===== config.mk =====
export PLATFORM = sky130hd
export DESIGN_NAME = f_to_int
export DESIGN_NICKNAME = d
export VERILOG_FILES = /design/src/rtl/f_to_int.sv
export SDC_FILE = /design/constraint.sdc
export NUM_CORES = 1
export LEC_CHECK = 0
export BUFFER_PORTS_ARGS = -buffer_cell sky130_fd_sc_hd__buf_2
export CAP_MARGIN = 20
export CORE_UTILIZATION = 45
export CTS_CLUSTER_SIZE = 30
export DETAILED_ROUTE_END_ITERATION = 8
export HOLD_SLACK_MARGIN = 0.1
export PLACE_DENSITY = 0.75
export RECOVER_POWER = 100
export SYNTH_ARGS = -nofsm -noshare
export SYNTH_HDL_FRONTEND = slang
export SYNTH_SLANG_ARGS = --single-unit

===== constraint.sdc =====
create_clock -name clk -period 2.9 [get_ports clk]
set_input_delay 0.87 -clock clk [delete_from_list [all_inputs] [get_ports clk]]
set_output_delay 0.87 -clock clk [all_outputs]
set_load 0.05 [all_outputs]

===== src/rtl/f_to_int.sv =====
// Iterative IEEE-754 single-precision to signed 32-bit integer converter.
// The significand is shifted one bit per cycle; the result is truncated toward zero.
module f_to_int #(
  parameter logic [31:0] NAN_VAL = 32'h8000_0000
) (
  input  logic        clk,
  input  logic        rstn,
  input  logic        start,
  input  logic [31:0] in0,
  output logic        busy,
  output logic        done,
  output logic [31:0] out,
  output logic        invalid
);

  typedef enum logic [1:0] {StIdle, StShift, StFinish} state_e;

  state_e      state_q, state_d;
  logic [31:0] mag_q, mag_d;
  logic [4:0]  cnt_q, cnt_d;
  logic        dir_q, dir_d;       // 1: shift left, 0: shift right
  logic        sign_q, sign_d;
  logic        special_q, special_d;
  logic [31:0] preset_q, preset_d;
  logic        flag_q, flag_d;
  logic [31:0] out_q, out_d;
  logic        invalid_q, invalid_d;
  logic        done_q, done_d;

  // Operand decode, evaluated combinationally on in0 and latched on accept.
  logic [7:0]  exp_w;
  logic [22:0] frac_w;
  logic [7:0]  diff_w;
  logic        dec_special;
  logic [31:0] dec_preset;
  logic        dec_flag;
  logic [4:0]  dec_cnt;
  logic        dec_left;

  assign exp_w  = in0[30:23];
  assign frac_w = in0[22:0];

  always_comb begin
    dec_special = 1'b0;
    dec_preset  = 32'h0;
    dec_flag    = 1'b0;
    dec_cnt     = 5'd0;
    dec_left    = 1'b0;
    diff_w      = 8'd0;
    if (exp_w == 8'd255 && frac_w != 23'd0) begin
      dec_special = 1'b1;
      dec_preset  = NAN_VAL;
      dec_flag    = 1'b1;
    end else if (in0 == 32'hCF00_0000) begin
      // -2^31 is the one representable value with e==31.
      dec_special = 1'b1;
      dec_preset  = 32'h8000_0000;
    end else if (exp_w >= 8'd158) begin
      dec_special = 1'b1;
      dec_preset  = in0[31] ? 32'h8000_0000 : 32'h7FFF_FFFF;
      dec_flag    = 1'b1;
    end else if (exp_w < 8'd127) begin
      dec_special = 1'b1;
      dec_preset  = 32'h0;
    end else if (exp_w <= 8'd149) begin
      diff_w  = 8'd150 - exp_w;
      dec_cnt = diff_w[4:0];
    end else begin
      diff_w   = exp_w - 8'd150;
      dec_cnt  = diff_w[4:0];
      dec_left = 1'b1;
    end
  end

  always_comb begin
    state_d   = state_q;
    mag_d     = mag_q;
    cnt_d     = cnt_q;
    dir_d     = dir_q;
    sign_d    = sign_q;
    special_d = special_q;
    preset_d  = preset_q;
    flag_d    = flag_q;
    out_d     = out_q;
    invalid_d = invalid_q;
    done_d    = 1'b0;
    unique case (state_q)
      StIdle: begin
        if (start) begin
          mag_d     = {8'h00, 1'b1, frac_w};
          cnt_d     = dec_cnt;
          dir_d     = dec_left;
          sign_d    = in0[31];
          special_d = dec_special;
          preset_d  = dec_preset;
          flag_d    = dec_flag;
          state_d   = StShift;
        end
      end
      StShift: begin
        if (cnt_q == 5'd0) begin
          state_d = StFinish;
        end else begin
          mag_d = dir_q ? (mag_q << 1) : (mag_q >> 1);
          cnt_d = cnt_q - 5'd1;
        end
      end
      StFinish: begin
        out_d     = special_q ? preset_q : (sign_q ? (~mag_q + 32'd1) : mag_q);
        invalid_d = flag_q;
        done_d    = 1'b1;
        state_d   = StIdle;
      end
      default: state_d = StIdle;
    endcase
  end

  always_ff @(posedge clk or negedge rstn) begin
    if (!rstn) begin
      state_q   <= StIdle;
      mag_q     <= 32'h0;
      cnt_q     <= 5'd0;
      dir_q     <= 1'b0;
      sign_q    <= 1'b0;
      special_q <= 1'b0;
      preset_q  <= 32'h0;
      flag_q    <= 1'b0;
      out_q     <= 32'h0;
      invalid_q <= 1'b0;
      done_q    <= 1'b0;
    end else begin
      state_q   <= state_d;
      mag_q     <= mag_d;
      cnt_q     <= cnt_d;
      dir_q     <= dir_d;
      sign_q    <= sign_d;
      special_q <= special_d;
      preset_q  <= preset_d;
      flag_q    <= flag_d;
      out_q     <= out_d;
      invalid_q <= invalid_d;
      done_q    <= done_d;
    end
  end

  assign busy    = (state_q != StIdle);
  assign done    = done_q;
  assign out     = out_q;
  assign invalid = invalid_q;

endmodule

==> out/metrics.yaml <==
p_leak_nw: 2.262
core_area_um2: 10370
die_h_um: 105.7
tns_ns: 0
finalPower_w: 0.006150
grt_antenna_before_repair: 0
fin_cells: 736
cts_resized: 0
hp-class: "register to register"
yosysMostFrequentCell: "dfrtp_1"
hold_violations: 0
p_int_w: 0.003012
switchingPower_w: 0.003138
synth_top_cell_by_area: "dfrtp_1"
ir_drop_uv: 511.4
layout.nets: 642
p_sw_frac: 0.5102
synth_common_cells: "dfrtp_1 (79), nand2_1 (73), o21ai_0 (63)"
synth_edf_count: 0
drive_above_1_share: 0.1133
timing.fmax_ghz: 0.4028
cts_tree: "done"
synth_mux_area_frac: 0.06851
seqPwrFrac: 0.344
die_area_um2: 11170
tightest_slew_ns: 1.905
num_antenna_cells: 0
power.density_nw_per_um2: 1157
place_congestion: 0.8837
row_count: 37
yosys.area_share.xor_xnor: 0.05972
async_flop_share: 1.000
pwr-share-clk: 0.129
ys_types: 56
synth.top_cell.area_share: 0.4085
max_slew_margin: -0.2697
seq_area_frac_synth: 0.4085
grt_pass1_vias: 3978
grt_max_degree: 80
clkTransAtPathRegs_ns: 0.08
cts-root-buf: "clkbuf_8"
maxSlewViolCount: 80
crit_required_ns: 3.20
cts_setup_buffers: 0
critical_path_class: "input pin to register"
cts.sinks: 79
comb_power_share: 0.526
synth_top_family_by_area: "compound AO/OA/AOI/OAI gates"
overflow: 0
clk_path_buf_depth: 2
io_pins: 70
post-route-period-util: 0.8560
synth_seq_cells: 79
grt_pass1_wl_um: 19260
violations: "capacitance limit, slew limit"
wl_um: 11380
insertion_delay_ns: 0.36
synth-adder-area-share: 0.02585
ctsHtreeMaxLevel: 3
initial_utilization: 0.4667
place_inst: 722
drtIter0Drc: 316
hold_buffers: 0
timing.final.crit_period_ns: 2.482
netlist_area_um2: 4840
setup_violations: 0
antenna_left: 0
crit_path_end_kind: "register"
max_cap_viol_count: 1
arrival_ns: 2.78
synth-simple-area-share: 0.1699
netlist_top_cells_area: "dfrtp_1 (41%), mux2i_1 (6.6%), o21ai_0 (6.5%)"
hold_ws_ns: 0.4788
yosys_warnings: 0
vias_per_cell: 5.658
dr.pass1.iters: 5
post-route-drc-count: 0
startpoint_type: "input pin"
cts_made_buffers: 9
vias: 4164
area_growth_pct: 9.798
syn_nets: 600
wl_per_cell_um: 15.47
rsz0062_at_grt: "no"
synth_area_per_cell_um2: 8.720
place_hpwl_um: 8129
io_buffers: 69
synth_ff_type: "dfrtp_1"
grt_usage: 0.2153
status: "complete, but fails checks"
synth_compound_area_frac: 0.2156
critPathMaxFanout: 7
syn_inst: 555
die_w_um: 105.7
fin_skew_ns: 0.01035
-- per-stage QoR --
| step | area, µm² | setup WS, ns | util |
|---|---|---|---|
| 6_report | 5314 | 0.4176 | 0.5124 |
| 5_1_grt | 5314 | 0.2414 | 0.5124 |
| 4_1_cts | 5441 | 0.5156 | 0.5247 |
| 3_5_place_dp | 5256 | 0.1355 | 0.5069 |
| 3_3_place_gp | 5256 | 0.2033 | 0.5069 |
| 2_1_floorplan | 4840 | 0.4648 | - |
-- metal layers --
metal / vias up / wire length [µm] / track usage
met5: - / 0 / 0
met4: 0 / 272 / 0.09325
met2: 126 / 5237 / 0.3427
met3: 22 / 577 / 0.03896
li1: 2042 / - / -
met1: 1974 / 5297 / 0.2868
-- cell usage in the layout (no fill, tap or decap), drive strengths merged, types with 9 or more instances in the layout --
master	Yosys	routed
nor4	9	9
xor2	14	14
xnor2	19	19
dfrtp	79	79
a21oi	47	47
nor2	45	45
clkbuf	34	50
inv	13	13
nand2	73	73
o31ai	19	19
o41ai	10	10
ha	10	10
mux2i	32	32
buf	14	39
o21ai	73	73
-- power groups by stage --
stage	registers, W	clock network [W]	logic (W)
global placement	0.00211	0	0.00326
CTS	0.00211	0.000813	0.00335
finish	0.00212	0.000796	0.00324
global route	0.00218	0.000862	0.00361
floorplan	0.00246	0	0.00224
detailed placement	0.00213	0	0.00334
-- worst max-delay path: stages --
cell      delay [ns]
buf_2           0.15
inv_1           0.10
ha_1            0.21
nand3b_1        0.18
a31o_1          0.28
or2_0           0.33
a221o_1         0.39
a21oi_1         0.14
o22a_1          0.14
-- kinds of logic after synthesis --
group,Yosys count
AOI/OAI and AO/OA,168
muxes,33
xor gates and xnor gates,33
buffers and inverters,61
adders and majority gates,10
DFF,79
and+or+nand+nor,171
-- final timing paths --
kind	from	endpoint	slack [ns]	cells after the start
worst max-delay path	in0[23]	cnt_q[3]	0.42	9
worst min-delay path	invalid	invalid	0.48	2
worst max register to register	mag_q[16]	out[21]	0.49	6
worst min register to register	invalid	invalid	0.48	2
max in group asynchronous	rstn	mag_q[28]	0.63	2
min in group asynchronous	rstn	out[4]	1.15	2
-- registers in the layout (all words and copies together), names as in the netlist, 2 cells and up --
register,count
preset_q,2
mag_q,32
out,32
cnt_q,5
state_q,2
-- cell type report --
type                            instances  area (µm²)
Fill cell                            1009        5056
Sequential cell                        79        1977
Clock inverter                          4       47.55
Inverter                               13       48.80
Timing Repair Buffer                   79       367.9
Clock buffer                           10       137.6
Multi-Input combinational cell        415        2565
Tap cell                              136       170.2
Power figures use the tool's default switching activity.
